### src/rtl/core_dbg_pkg.sv
// rtl/core_dbg_pkg.sv - shared types for the core run/step/breakpoint controller
package core_dbg_pkg;

    localparam int XLEN_DEFAULT = 64;

    typedef enum logic [1:0] {
        ST_HALT  = 2'd0,
        ST_RUN   = 2'd1,
        ST_STEP  = 2'd2,
        ST_BREAK = 2'd3
    } run_state_e;

    typedef struct packed {
        logic [XLEN_DEFAULT-1:0] addr;
        logic                    en;
    } bp_entry_t;

endpackage

### src/rtl/core_run_ctrl_if.sv
// rtl/core_run_ctrl_if.sv - board/CPU side signal bundle of the run controller
interface core_run_ctrl_if #(
    parameter int XLEN     = 64,
    parameter int BP_IDX_W = 2
);
    logic                run_mode;
    logic                step;
    logic [XLEN-1:0]     pc_in;
    logic                bp_we;
    logic [BP_IDX_W-1:0] bp_wr_idx;
    logic [XLEN-1:0]     bp_wr_addr;
    logic                bp_wr_en;
    logic                cpu_ce;
    logic                mem_ce;
    logic                halted;
    logic                bp_hit;
    logic [BP_IDX_W-1:0] bp_hit_idx;
    logic [63:0]         cycle_cnt;

    modport master (
        output run_mode, step, pc_in, bp_we, bp_wr_idx, bp_wr_addr, bp_wr_en,
        input  cpu_ce, mem_ce, halted, bp_hit, bp_hit_idx, cycle_cnt
    );

    modport slave (
        input  run_mode, step, pc_in, bp_we, bp_wr_idx, bp_wr_addr, bp_wr_en,
        output cpu_ce, mem_ce, halted, bp_hit, bp_hit_idx, cycle_cnt
    );
endinterface

### src/rtl/core_run_ctrl_step_sync.sv
// rtl/core_run_ctrl_step_sync.sv - step button synchroniser and rising-edge pulse
module step_sync (
    input  logic clk,
    input  logic aresetn,
    input  logic step_i,
    output logic step_p_o
);
    // [0] metastability catcher, [1] stable sample, [2] previous stable sample
    logic [2:0] sync_q;

    always_ff @(posedge clk) begin
        if (!aresetn) begin
            sync_q <= '0;
        end else begin
            sync_q <= {sync_q[1:0], step_i};
        end
    end

    assign step_p_o = sync_q[1] & ~sync_q[2];
endmodule

### src/rtl/core_run_ctrl.sv
// rtl/core_run_ctrl.sv - run/step/breakpoint controller issuing CPU and memory clock enables
module core_run_ctrl
    import core_dbg_pkg::*;
#(
    parameter int XLEN     = XLEN_DEFAULT,
    parameter int DIV      = 2,
    parameter int NUM_BP   = 4,
    parameter int BP_IDX_W = (NUM_BP > 1) ? $clog2(NUM_BP) : 1
) (
    input  logic           clk,
    input  logic           aresetn,
    core_run_ctrl_if.slave bus
);
    localparam logic [1:0] S_HALT  = ST_HALT;
    localparam logic [1:0] S_RUN   = ST_RUN;
    localparam logic [1:0] S_STEP  = ST_STEP;
    localparam logic [1:0] S_BREAK = ST_BREAK;

    localparam int             CNT_W    = $clog2(DIV);
    localparam logic [CNT_W-1:0] CNT_LAST = CNT_W'(DIV - 1);
    localparam logic [CNT_W-1:0] CNT_MEM  = CNT_W'(DIV / 2 - 1);

    logic [1:0]          state_q, state_d;
    logic [CNT_W-1:0]    cnt_q;
    logic [63:0]         cycle_cnt_q;
    logic [BP_IDX_W-1:0] bp_hit_idx_q, bp_hit_idx_d;
    bp_entry_t           bp_q [NUM_BP];

    logic                tick;
    logic                step_p;
    logic                ce_fire;
    logic [NUM_BP-1:0]   match;
    logic                hit_any;
    logic [BP_IDX_W-1:0] hit_idx;

    assign tick = (cnt_q == CNT_LAST);

    step_sync u_step_sync (
        .clk      (clk),
        .aresetn  (aresetn),
        .step_i   (bus.step),
        .step_p_o (step_p)
    );

    for (genvar g = 0; g < NUM_BP; g++) begin : g_bp_cmp
        assign match[g] = bp_q[g].en && (bp_q[g].addr == XLEN_DEFAULT'(bus.pc_in));
    end

    // Scan from the top so the lowest matching entry wins.
    always_comb begin
        hit_any = 1'b0;
        hit_idx = '0;
        for (int i = NUM_BP - 1; i >= 0; i--) begin
            if (match[i]) begin
                hit_any = 1'b1;
                hit_idx = BP_IDX_W'(i);
            end
        end
    end

    always_comb begin
        state_d      = state_q;
        bp_hit_idx_d = bp_hit_idx_q;
        ce_fire      = 1'b0;
        case (state_q)
            S_HALT: begin
                if (bus.run_mode)  state_d = S_RUN;
                else if (step_p)   state_d = S_STEP;
            end
            S_RUN: begin
                if (!bus.run_mode) begin
                    state_d = S_HALT;
                end else if (tick) begin
                    if (hit_any) begin
                        state_d      = S_BREAK;
                        bp_hit_idx_d = hit_idx;
                    end else begin
                        ce_fire = 1'b1;
                    end
                end
            end
            S_STEP: begin
                if (tick) begin
                    ce_fire = 1'b1;
                    state_d = S_HALT;
                end
            end
            S_BREAK: begin
                if (step_p)             state_d = S_STEP;
                else if (!bus.run_mode) state_d = S_HALT;
            end
            default: state_d = S_HALT;
        endcase
    end

    always_ff @(posedge clk) begin
        if (!aresetn) begin
            state_q      <= S_HALT;
            cnt_q        <= '0;
            cycle_cnt_q  <= '0;
            bp_hit_idx_q <= '0;
            for (int i = 0; i < NUM_BP; i++) begin
                bp_q[i] <= '0;
            end
        end else begin
            state_q      <= state_d;
            bp_hit_idx_q <= bp_hit_idx_d;
            cnt_q        <= tick ? '0 : cnt_q + CNT_W'(1);
            if (ce_fire) begin
                cycle_cnt_q <= cycle_cnt_q + 64'd1;
            end
            // Writes land at this edge, so a same-cycle compare saw the old entry.
            if (bus.bp_we && (int'(bus.bp_wr_idx) < NUM_BP)) begin
                bp_q[bus.bp_wr_idx] <= '{addr: XLEN_DEFAULT'(bus.bp_wr_addr), en: bus.bp_wr_en};
            end
        end
    end

    assign bus.cpu_ce     = ce_fire & aresetn;
    assign bus.mem_ce     = (cnt_q == CNT_MEM);
    assign bus.halted     = (state_q == S_HALT) || (state_q == S_BREAK);
    assign bus.bp_hit     = (state_q == S_BREAK);
    assign bus.bp_hit_idx = bp_hit_idx_q;
    assign bus.cycle_cnt  = cycle_cnt_q;
endmodule

### src/flat_wrapper.sv
// flat-port wrapper written by rule: the top's interface ports become plain ports
module core_run_ctrl_flat import core_dbg_pkg::*;
#(
    parameter int XLEN     = XLEN_DEFAULT,
    parameter int DIV      = 2,
    parameter int NUM_BP   = 4,
    parameter int BP_IDX_W = (NUM_BP > 1) ? $clog2(NUM_BP) : 1
)
  (clk, aresetn, bus_run_mode, bus_step, bus_pc_in, bus_bp_we, bus_bp_wr_idx, bus_bp_wr_addr, bus_bp_wr_en, bus_cpu_ce, bus_mem_ce, bus_halted, bus_bp_hit, bus_bp_hit_idx, bus_cycle_cnt);
  core_run_ctrl_if #(.XLEN(XLEN), .BP_IDX_W(BP_IDX_W)) bus_i ();
  input  logic clk;
  input  logic aresetn;
  input wire logic [$bits(bus_i.run_mode)-1:0] bus_run_mode;
  input wire logic [$bits(bus_i.step)-1:0] bus_step;
  input wire logic [$bits(bus_i.pc_in)-1:0] bus_pc_in;
  input wire logic [$bits(bus_i.bp_we)-1:0] bus_bp_we;
  input wire logic [$bits(bus_i.bp_wr_idx)-1:0] bus_bp_wr_idx;
  input wire logic [$bits(bus_i.bp_wr_addr)-1:0] bus_bp_wr_addr;
  input wire logic [$bits(bus_i.bp_wr_en)-1:0] bus_bp_wr_en;
  output wire logic [$bits(bus_i.cpu_ce)-1:0] bus_cpu_ce;
  output wire logic [$bits(bus_i.mem_ce)-1:0] bus_mem_ce;
  output wire logic [$bits(bus_i.halted)-1:0] bus_halted;
  output wire logic [$bits(bus_i.bp_hit)-1:0] bus_bp_hit;
  output wire logic [$bits(bus_i.bp_hit_idx)-1:0] bus_bp_hit_idx;
  output wire logic [$bits(bus_i.cycle_cnt)-1:0] bus_cycle_cnt;
  assign bus_i.run_mode = bus_run_mode;
  assign bus_i.step = bus_step;
  assign bus_i.pc_in = bus_pc_in;
  assign bus_i.bp_we = bus_bp_we;
  assign bus_i.bp_wr_idx = bus_bp_wr_idx;
  assign bus_i.bp_wr_addr = bus_bp_wr_addr;
  assign bus_i.bp_wr_en = bus_bp_wr_en;
  assign bus_cpu_ce = bus_i.cpu_ce;
  assign bus_mem_ce = bus_i.mem_ce;
  assign bus_halted = bus_i.halted;
  assign bus_bp_hit = bus_i.bp_hit;
  assign bus_bp_hit_idx = bus_i.bp_hit_idx;
  assign bus_cycle_cnt = bus_i.cycle_cnt;
  core_run_ctrl #(.XLEN(XLEN), .DIV(DIV), .NUM_BP(NUM_BP), .BP_IDX_W(BP_IDX_W)) u_core (.clk(clk), .aresetn(aresetn), .bus(bus_i));
endmodule
### config.mk
export PLATFORM = sky130hd
export DESIGN_NAME = core_run_ctrl_flat
export DESIGN_NICKNAME = d
export VERILOG_FILES = /design/src/rtl/core_dbg_pkg.sv /design/src/rtl/core_run_ctrl_if.sv /design/src/rtl/core_run_ctrl_step_sync.sv /design/src/rtl/core_run_ctrl.sv /design/src/flat_wrapper.sv
export SDC_FILE = /design/constraint.sdc
export NUM_CORES = 1
export LEC_CHECK = 0
export ABC_AREA = 1
export BUFFER_PORTS_ARGS = -buffer_cell sky130_fd_sc_hd__buf_2
export CORE_ASPECT_RATIO = 1.5
export CORE_UTILIZATION = 60
export DETAILED_ROUTE_END_ITERATION = 10
export MAX_ROUTING_LAYER = met4
export PLACE_DENSITY = 0.84
export SLEW_MARGIN = 20
export SYNTH_ARGS = -nofsm -noshare
export SYNTH_HDL_FRONTEND = slang
export SYNTH_SLANG_ARGS = --single-unit
export TNS_END_PERCENT = 30
### constraint.sdc
create_clock -name clk -period 7.7 [get_ports clk]
set_input_delay 0.385 -clock clk [delete_from_list [all_inputs] [get_ports clk]]
set_output_delay 0.385 -clock clk [all_outputs]
set_load 0.01 [all_outputs]
-- Word level (Yosys, flattened, before mapping)
Memory sizes are Yosys's and may differ from the RTL's.
Cells that the tools add are included.
- register bits after elaboration: 72
- memories: 1
- RAM bits: 260
- word-level logic and storage cells: 64
- bitwise gates (word level): 5
- equality and inequality tests: 12
- add/subtract/negate cells: 2
- reduce and logical (&&, ||, !) cells: 10
- multiplexer cells: 29
- memories (name ; depth ; width ; rd ports ; clocked after memory_dff ; wr ports ; line ; source):
    u_core.bp_q ; 4 ; 65 ; 4 ; 0 ; 4 ; core_run_ctrl.sv:27 ; bp_entry_t bp_q [NUM_BP];
- operators by type and width (kind ; count):
    equality test 64 bit ; 4
    two-way mux 65 bit ; 1
    OR reduction 65 bit ; 1
    adder 64 x 1 -> 64 bit, second input constant ; 1
    two-way mux 2 bit ; 13
    two-way mux 1 bit ; 13
    inequality test 3 x 2 -> 1 bit, second input constant ; 4
    one-hot mux 2 bit (4 select lines) ; 1
    AND reduction 5 bit ; 1
    equality test 2 bit, second input constant ; 2
    logical AND 1 bit ; 4
    AND reduction 4 bit ; 1
    inverter 1 bit ; 3
    bitwise AND 1 bit ; 2
    equality test 2 x 1 -> 1 bit, second input constant ; 1
    zero test 2 bit ; 1
    inequality test 2 x 1 -> 1 bit, second input constant ; 1
    one-hot mux 1 bit (2 select lines) ; 1
    OR reduction 2 bit ; 1
    adder 1 bit, second input constant ; 1
    logical OR 1 bit ; 1

-- Depth between registers and ports, before layout
Gate-level depths: netlist of the first run.
- word-level depth: 11
- gate-level depth with buffers: 20

-- Cells and area by module
From an unflattened synthesis of the first run, not the netlist that was laid out.
- cells, all modules: 2411
- area, all modules: 18425.2 um2
- by module, submodules not included (module ; area each (um2) ; sequential area each (um2) ; times used ; cells an instance):
    core_run_ctrl ; 18332.6 ; 9188.8 ; 1 ; 2400
    step_sync ; 92.6 ; 60.1 ; 1 ; 11

-- Least setup slack after synthesis of the first run
OpenSTA, ideal clock, no wires.
- kind: input -> register
- from: in aresetn
- to: mem u_core.bp_q[2][0] (netlist bit), enable pin
- path buffers: 1
- stages: 3
- data required time: 7122 ps
- path slack: 1832 ps
- arrival time: 5290 ps
- path through: nand2_1 clkbuf_1 o21ai_0
- RTL lines (item ; line ; source):
    start, declared ; flat_wrapper.sv:12 ; input logic aresetn;
    end, declared ; core_run_ctrl.sv:27 ;

==> impl_summary.md, run 1 <==
Min path
In this run the worst hold path is classified as primary input to register.

Route
The number of vias per cell is 5.91. The detail route stage leaves a number of antenna-violating nets equal to 0. The routed length per instance is 24.2 µm.

The DRC marker count from the first detailed-route iteration is 2556. The pre-antenna-repair detailed-routing pass consisted of 6 iterations. The routed design has 83600 µm of wire. For this block, the via count after detailed routing is 20400. The total DRC errors in the routed layout is 0.

Global routing
In the global route stage, overall resource usage came out at 0.513. The number of global-route vias before repair came to 19400. For this run, global-route usage on met3 was measured as 0.134. The wire length of the first global-routing pass is 120000 µm.

The initial antenna violation count is 13. For met2 alone, demand over resource in global routing was 0.804. The met1 demand-to-capacity share in global routing is 0.520. In this run the most used layer during global routing was met2.

The total grt overflow is 0. The maximum number of pins on one net before global-route repair is 129.

Place
After detailed placement, the design holds a cell count of 3383. The standard cell area after detailed placement is 21400 µm². The post-placement worst setup slack is 4210 ps. The half-perimeter wire length after placement is 63300 µm.

The final estimated routing congestion in global placement is 1.21. During placement, the flow inserted port buffers numbering 205.

Synthesis
The synthesized design contains 332 register bits. The fraction of post-synthesis cell area in the top cell type by area is 0.388. After synthesis, the mean cell area works out to 7.10 µm². Synthesis produced a netlist with a net count of 2975.

Synthesis instantiated 49 different standard cells from the library. The number of synthesized flops with an enable pin is 260. In the post-synthesis netlist, the biggest area contributors are edfxtp_1 39%, nand2_1 16%, inv_1 9.7%. Synthesis handed over a netlist of 2833 instances. The flip-flop cell with the highest count after synthesis is edfxtp_1. Of the synthesized area, sequential elements account for 0.460. The share of async-settable or async-resettable flops after synthesis is 0.

The Yosys step of the flow raised 0 warnings. The mapped cell area is 20100 µm². The library cell with the largest summed area after synthesis is edfxtp_1.

Finish
Relative to the synthesized area, the layout overhead comes to 12.2%. The total of fill cells in the finished design is 2694. The library cell used most frequently in the layout, excluding fill and tap cells, is nand2_1. The end-of-flow core utilization is 0.687. The count of placed standard cells in the final layout, fillers left out is 3458.

The proportion of layout cells with a drive suffix above 1 is 0.105. The final instance area is 22600 µm². In the final layout, flip-flops and latches occupy 9250 µm². The top cell types in the final layout, fill and taps aside, are 842 x nand2_1, 518 x inv_1, 499 x nor2_1, 260 x edfxtp_1, 205 x buf_2. The number of nets at the end of the flow is 3146.

The multi-input combinational cells in the finished layout cover a total of 8510 µm².

Die
The area inside the core boundary is 32800 µm². The starting density of the core is 0.612. The full die area is 34300 µm².

The die is 226 µm tall. The die width is 151 µm. The top-level port count is 206. The placement row count is 81.

STA
The actual transition at the worst max-transition pin is 1270 ps. The final period demand of the worst path is 4130 ps. In this run the tightest slew margin relative to its limit is 0.144. The count of endpoints failing hold in the final timing report is 0.

The ratio of final minimum period to clock period is 0.536. Setup violations remaining at the end of the flow were counted as 0. The final count of pins violating max slew came to 0. Across all setup checks in the final design, the least slack found is 3570 ps. Timing would allow up to 0.242 GHz. On the final layout, the worst clock skew is 24.4 ps. Setup repair after global routing left no endpoint under its margin. For the final routed database, the setup TNS stands at 0 ps.

Critical path
The top cell family by delay on the critical path is simple AND/OR/NAND/NOR gates. On the worst path, the slowest cell contributes a delay of 790 ps. The critical path contains buffers and inverters numbering 2 combined.

The most numerous cell type found on the critical path is nand2_1. The endpoint required time on the critical path is 7320 ps. The critical path is of the register to output pin type.

The slowest stage of the critical path is the xnor2_1 cell. The capturing element type of the critical path is an output pin. The maximum fanout count along the critical path is 128. The category of the worst setup path launch point is a register. The signal on the critical path passes through xnor2_1, nand2_1, nor2_1, nand2_1, nor2_1, nand3_1, nand2_1, inv_1, nand3_2, nand2_8, nand2_1, nor2_1, buf_2. The data arrival at the endpoint of the critical path is 3750 ps.

Clock tree
The source-to-sink clock delay at the later pin of the worst-skew pair is 550 ps. The clock-pin slew on the worst setup and hold paths is 70 ps. The number of clock sinks seen by CTS is 332.

Post-CTS timing repair inserted 0 buffers for setup. The number of hold buffers added after CTS was 0. Gates resized during post-CTS repair numbered 0. The number of levels in the clock H-tree is 2.

The clock tree from TritonCTS is built. Buffers inserted during clock tree synthesis total 34. Counting along the longest clock path gives a buffer depth of 3.

The buffer type at the clock tree root is clkbuf_16.

Power and ir drop
The power density normalized to cell area is 214 nW/µm². The worst-case IR drop observed on VDD is 281 µV. In this run the static leakage power is 10.9 nW.

Run
Max-cap violations in this run came to 0.

Status
The flow ran to the end, and the final reports show no timing, DRC or antenna violations.
final cells by class:
type                       instances  area share
tap                              415      0.0230
antenna                           13     0.00144
clock inverter                    20     0.00981
clock buffer                      42      0.0418
multi-input combinational       1890       0.377
inverter                         532      0.0886
sequential                       332       0.410
timing repair buffer             214      0.0485
power breakdown:
group | switching, W | total (W) | leakage [nW] | internal, W
clock network | 0.000761 | 0.00175 | 0.553 | 0.000988
logic | 0.000742 | 0.000960 | 7.24 | 0.000218
registers | 0.0000771 | 0.00213 | 3.11 | 0.00205
total | 0.00158 | 0.00484 | 10.9 | 0.00326
worst min-delay path: cells and delay by family:
family                 cells  cell delay, ps
and+or+nand+nor            1              40
buffers and inverters      2             120
registers in the layout (all words and copies together), names as in the netlist:
register,flops
u_core.bp_q,260
u_core.bus.cycle_cnt,64
u_core.bus.bp_hit_idx,2
u_core.u_step_sync.sync_q,3
u_core.state_q,2
u_core.cnt_q,1
logic make-up after synthesis:
kind of cell,share of synthesized area
buffers and inverters,0.120
DFF,0.460
AOI/OAI and AO/OA,0.0112
adders and majority gates,0.00373
xor gates and xnor gates,0.0270
and+or+nand+nor,0.378
worst paths after layout:
kind | startpoint | slack, ps | depth (start not counted) | endpoint
max | u_core.bp_q[0][35]$_SDFFCE_PN0P_ | 3570 | 13 | bus_cpu_ce
min | bus_step | 20 | 3 | u_core.u_step_sync.sync_q[0]$_SDFF_PN0_
max reg2reg | u_core.bp_q[0][35]$_SDFFCE_PN0P_ | 4320 | 13 | u_core.bus.cycle_cnt[55]$_SDFFE_PN0P_
min reg2reg | u_core.u_step_sync.sync_q[0]$_SDFF_PN0_ | 430 | 2 | u_core.u_step_sync.sync_q[1]$_SDFF_PN0_
per-layer routing:
| layer | vias to the layer above | wire, µm |
|---|---|---|
| li1 | 9198 | - |
| met1 | 9256 | 26600 |
| met2 | 1542 | 39400 |
| met3 | 437 | 8810 |
| met4 | 0 | 8780 |
| met5 | - | 0 |
synth_stat cells (2+ instances only):
cell,instances
a21oi_1,5
and3_1,3
buf_1,14
buf_2,4
buf_6,13
clkbuf_1,41
clkbuf_2,6
clkinv_1,2
dfxtp_1,72
edfxtp_1,260
ha_1,6
inv_1,519
inv_2,11
nand2_1,849
nand2_2,3
nand3_1,113
nand3_2,4
nand3b_1,3
nand4_1,151
nand4_2,3
nor2_1,499
nor2_2,3
nor2_4,3
nor3_1,107
nor3_2,3
nor3_4,2
nor3b_1,8
nor4_1,7
o21ai_0,25
or2_0,2
or2_1,10
or2_2,5
xnor2_1,50
xor2_1,12
through the flow:
| step | total power, W | hold slack [ps] |
|---|---|---|
| final | 0.00484 | 23.2 |
| after global placement | 0.00304 | 396 |
| after detailed placement | 0.00306 | 416 |
| after global routing | 0.00494 | 41.8 |
| after floorplan | 0.00279 | 390 |
| after CTS | 0.00477 | 16.3 |
Note: power is estimated with default switching activity, not from simulation.
==> run 2, diff against run 1 <==
- CORE_UTILIZATION: 60 -> 54
- PLACE_DENSITY: 0.84 -> 0.8
- clock period: 7.7 -> 3.8 ns (I/O delays scaled with it)
==> impl_summary.md, run 2 (synthesized netlist as in run 1, its figures left out) <==
Finish
Compared with the post-synthesis result, the final layout area differs by 13.7%. The end-of-flow core utilization is 0.623 (-0.0642). The register with the highest flop count is u_core.bp_q.

The total of fill cells in the finished design is 3252 (+21%). The number of flip-flops under the largest register name came to 260 (unchanged). The number of nets at the end of the flow is 3167 (+0.67%).

The top cell types in the final layout, fill and taps aside, are 842 x nand2_1, 518 x inv_1, 499 x nor2_1, 260 x edfxtp_1, 205 x buf_2. The proportion of layout cells with a drive suffix above 1 is 0.105 (about the same). The most common cell after layout, fill and taps aside is nand2_1.

STA
The ratio of final minimum period to clock period is 0.933. Setup repair after global routing left no endpoint under its margin. The actual transition at the worst max-transition pin is 1070 ps (-202 ps). The largest clock skew in the final design is 26.0 ps (+1.58 ps). The count of endpoints failing hold in the final timing report is 0 (unchanged). The summed negative setup slack over all endpoints came to 0 ps (unchanged).

The worst slew slack as a fraction of its limit is 0.285 (+0.141). The worst path needs 3540 ps of the cycle, external delays included. The final count of pins violating max slew is 0 (unchanged). The maximum clock frequency is 0.282 GHz. The number of failing setup endpoints in the final timing report is 0 (unchanged).

Route
The DRC marker count from the first detailed-route iteration is 2404 (-5.9%). The via total after detailed routing is 20300 (-0.61%). The number of vias per cell is 5.74 (-2.9%). The detailed-routing iteration count for the pre-antenna-repair pass was 6 (unchanged). The total DRC errors in the routed layout is 0 (unchanged). The final wirelength is 87700 µm (+4.9%). The routed length per instance was 24.8 µm (+2.6%). The number of nets still failing antenna checks after routing came to 0 (unchanged).

Place
The count of input and output buffers was 205 (unchanged). The final estimated routing congestion in global placement was 1.16 (-4.4%). The half-perimeter wire length after placement is 68200 µm (+7.8%).

Die
The full die area is 38000 µm² (+11%). The starting density of the core is 0.548 (-0.0644). The area inside the core boundary is 36700 µm² (+12%). The placement row count is 86 (+6.2%).

The top-level port count is 206 (unchanged). The die height is 238 µm (+5.4%). The die width is 160 µm (+5.3%).

Clock tree
The number of instances resized during post-cts repair was 0 (unchanged). The number of buffers inserted during clock tree synthesis is 34 (unchanged). The buffer levels on the longest clock path was 3 (unchanged).

The number of levels in the clock H-tree was 2 (unchanged). The clock-pin slew on the worst setup and hold paths came to 60 ps (about the same). TritonCTS built the clock tree.

Clock tree synthesis selected as its root buffer the cell clkbuf_16. The number of clock sinks seen by CTS came to 332 (unchanged). The source-to-sink clock delay at the later pin of the worst-skew pair is 550 ps (about the same).

Power and ir drop
The power density normalized to cell area is 431 nW/µm² (+100%). The total power consumption of the routed design is 0.00985 W (+100%). The static leakage power is 11.0 nW (+0.98%).

The highest ir drop seen on vdd is 842 µV (+200%).

Critical path
The maximum fanout count along the critical path is 56 (-56%). The data arrival at the endpoint of the critical path is 3350 ps (-400 ps). The startpoint-to-endpoint class of the critical path is register to output pin. The endpoint required time on the critical path came to 3610 ps (-3710 ps).

The category of the worst setup path launch point is a register. The worst setup path is captured at an output pin.

Run
The number of max-cap violations is 0 (unchanged).

Global routing
The total routing usage reported by global routing came to 0.471 (-0.0421). The wire length of the first global-routing pass is 124000 µm (+4.0%). The number of global-route vias before repair is 19600 (+0.73%). The initial antenna violation count is 6 (-7). The total grt overflow came to 0 (unchanged). The maximum number of pins on one net before global-route repair is 87 (-33%).

Min path
The path class of the tightest hold or removal check is primary input to register.

Status
The run finished with clean final reports.
==> run 2: changes by cell type in the layout (fill, tap and decap cells not counted), sizes merged <==
| cell | delta |
|---|---|
| dlygate4sd3 | +16 |
| diode | -8 |
| buf | +5 |
| clkinv | +3 |
| clkinvlp | -3 |
| inv | -2 |
| bufinv | +1 |
| clkbuf | -1 |
==> run 2: per-stage QoR <==
| step | setup WS (ps) | hold slack (ps) | cells | cell area [µm²] |
|---|---|---|---|---|
| 6_report | 256 | 3.25 | 3538 | 22900 |
| 5_1_grt | 182 | 16.9 | 3537 | 22900 |
| 4_1_cts | 392 | 0.620 | 3533 | 22800 |
| 2_1_floorplan | 945 | 288 | 2833 | 20100 |
| 3_3_place_gp | 840 | 380 | 3457 | 21500 |
| 3_5_place_dp | 784 | 388 | 3457 | 21500 |
==> run 2: layer usage <==
| layer | vias up | global-route usage | wire (µm) |
|---|---|---|---|
| met4 | 0 | 0.400 | 8830 |
| li1 | 9239 | - | - |
| met2 | 1284 | 0.795 | 42500 |
| met5 | - | - | 0 |
| met3 | 380 | 0.0582 | 6760 |
| met1 | 9405 | 0.491 | 29700 |
==> run 2: path summary, 6_finish.rpt <==
check                           slack (ps)                                      end  cells after the start                                     from
worst max register to register         610    u_core.bus.cycle_cnt[61]$_SDFFE_PN0P_                     15         u_core.bp_q[0][33]$_SDFFCE_PN0P_
worst min register to register         430  u_core.u_step_sync.sync_q[1]$_SDFF_PN0_                      2  u_core.u_step_sync.sync_q[0]$_SDFF_PN0_
worst min-delay path                     3         u_core.bp_q[1][33]$_SDFFCE_PN0P_                      3                       bus_bp_wr_addr[32]
worst max-delay path                   260                               bus_cpu_ce                     13         u_core.bp_q[0][33]$_SDFFCE_PN0P_
==> run 2: worst max-delay path, stage by stage, from the launching register on <==
cell,delay (ps)
edfxtp_1,390
xnor2_1,560
nand3_1,190
nor2_1,380
nand2_1,110
nor2_1,110
nand3_1,110
nand2_1,80
inv_1,50
nand3_2,100
nand2_4,320
nand2_1,220
nor2_1,60
buf_2,140
==> run 2: area by class of cell <==
| class | instances | area (µm²) | share of cell area |
|---|---|---|---|
| Sequential cell | 332 | 9250 | 0.405 |
| Multi-Input combinational cell | 1890 | 8520 | 0.373 |
| Inverter | 532 | 2000 | 0.0874 |
| Timing Repair Buffer | 235 | 1340 | 0.0587 |
| Clock buffer | 41 | 908 | 0.0397 |
| Tap cell | 484 | 606 | 0.0265 |
| Clock inverter | 19 | 226 | 0.00991 |
| Antenna cell | 5 | 12.5 | 0.000547 |
==> run 2: power breakdown <==
part	switching (W)	internal, W	leakage (nW)	total (W)
clock	0.00151	0.00200	0.551	0.00351
sequential	0.000148	0.00416	3.11	0.00431
combinational	0.00154	0.000494	7.35	0.00203
==> run 2: what timing repair did <==
item / 4_1_cts / 5_1_grt
setup buffers: 0 / 0
endpoints found under the hold margin: 31 / 0
hold buffers: 16 / 0
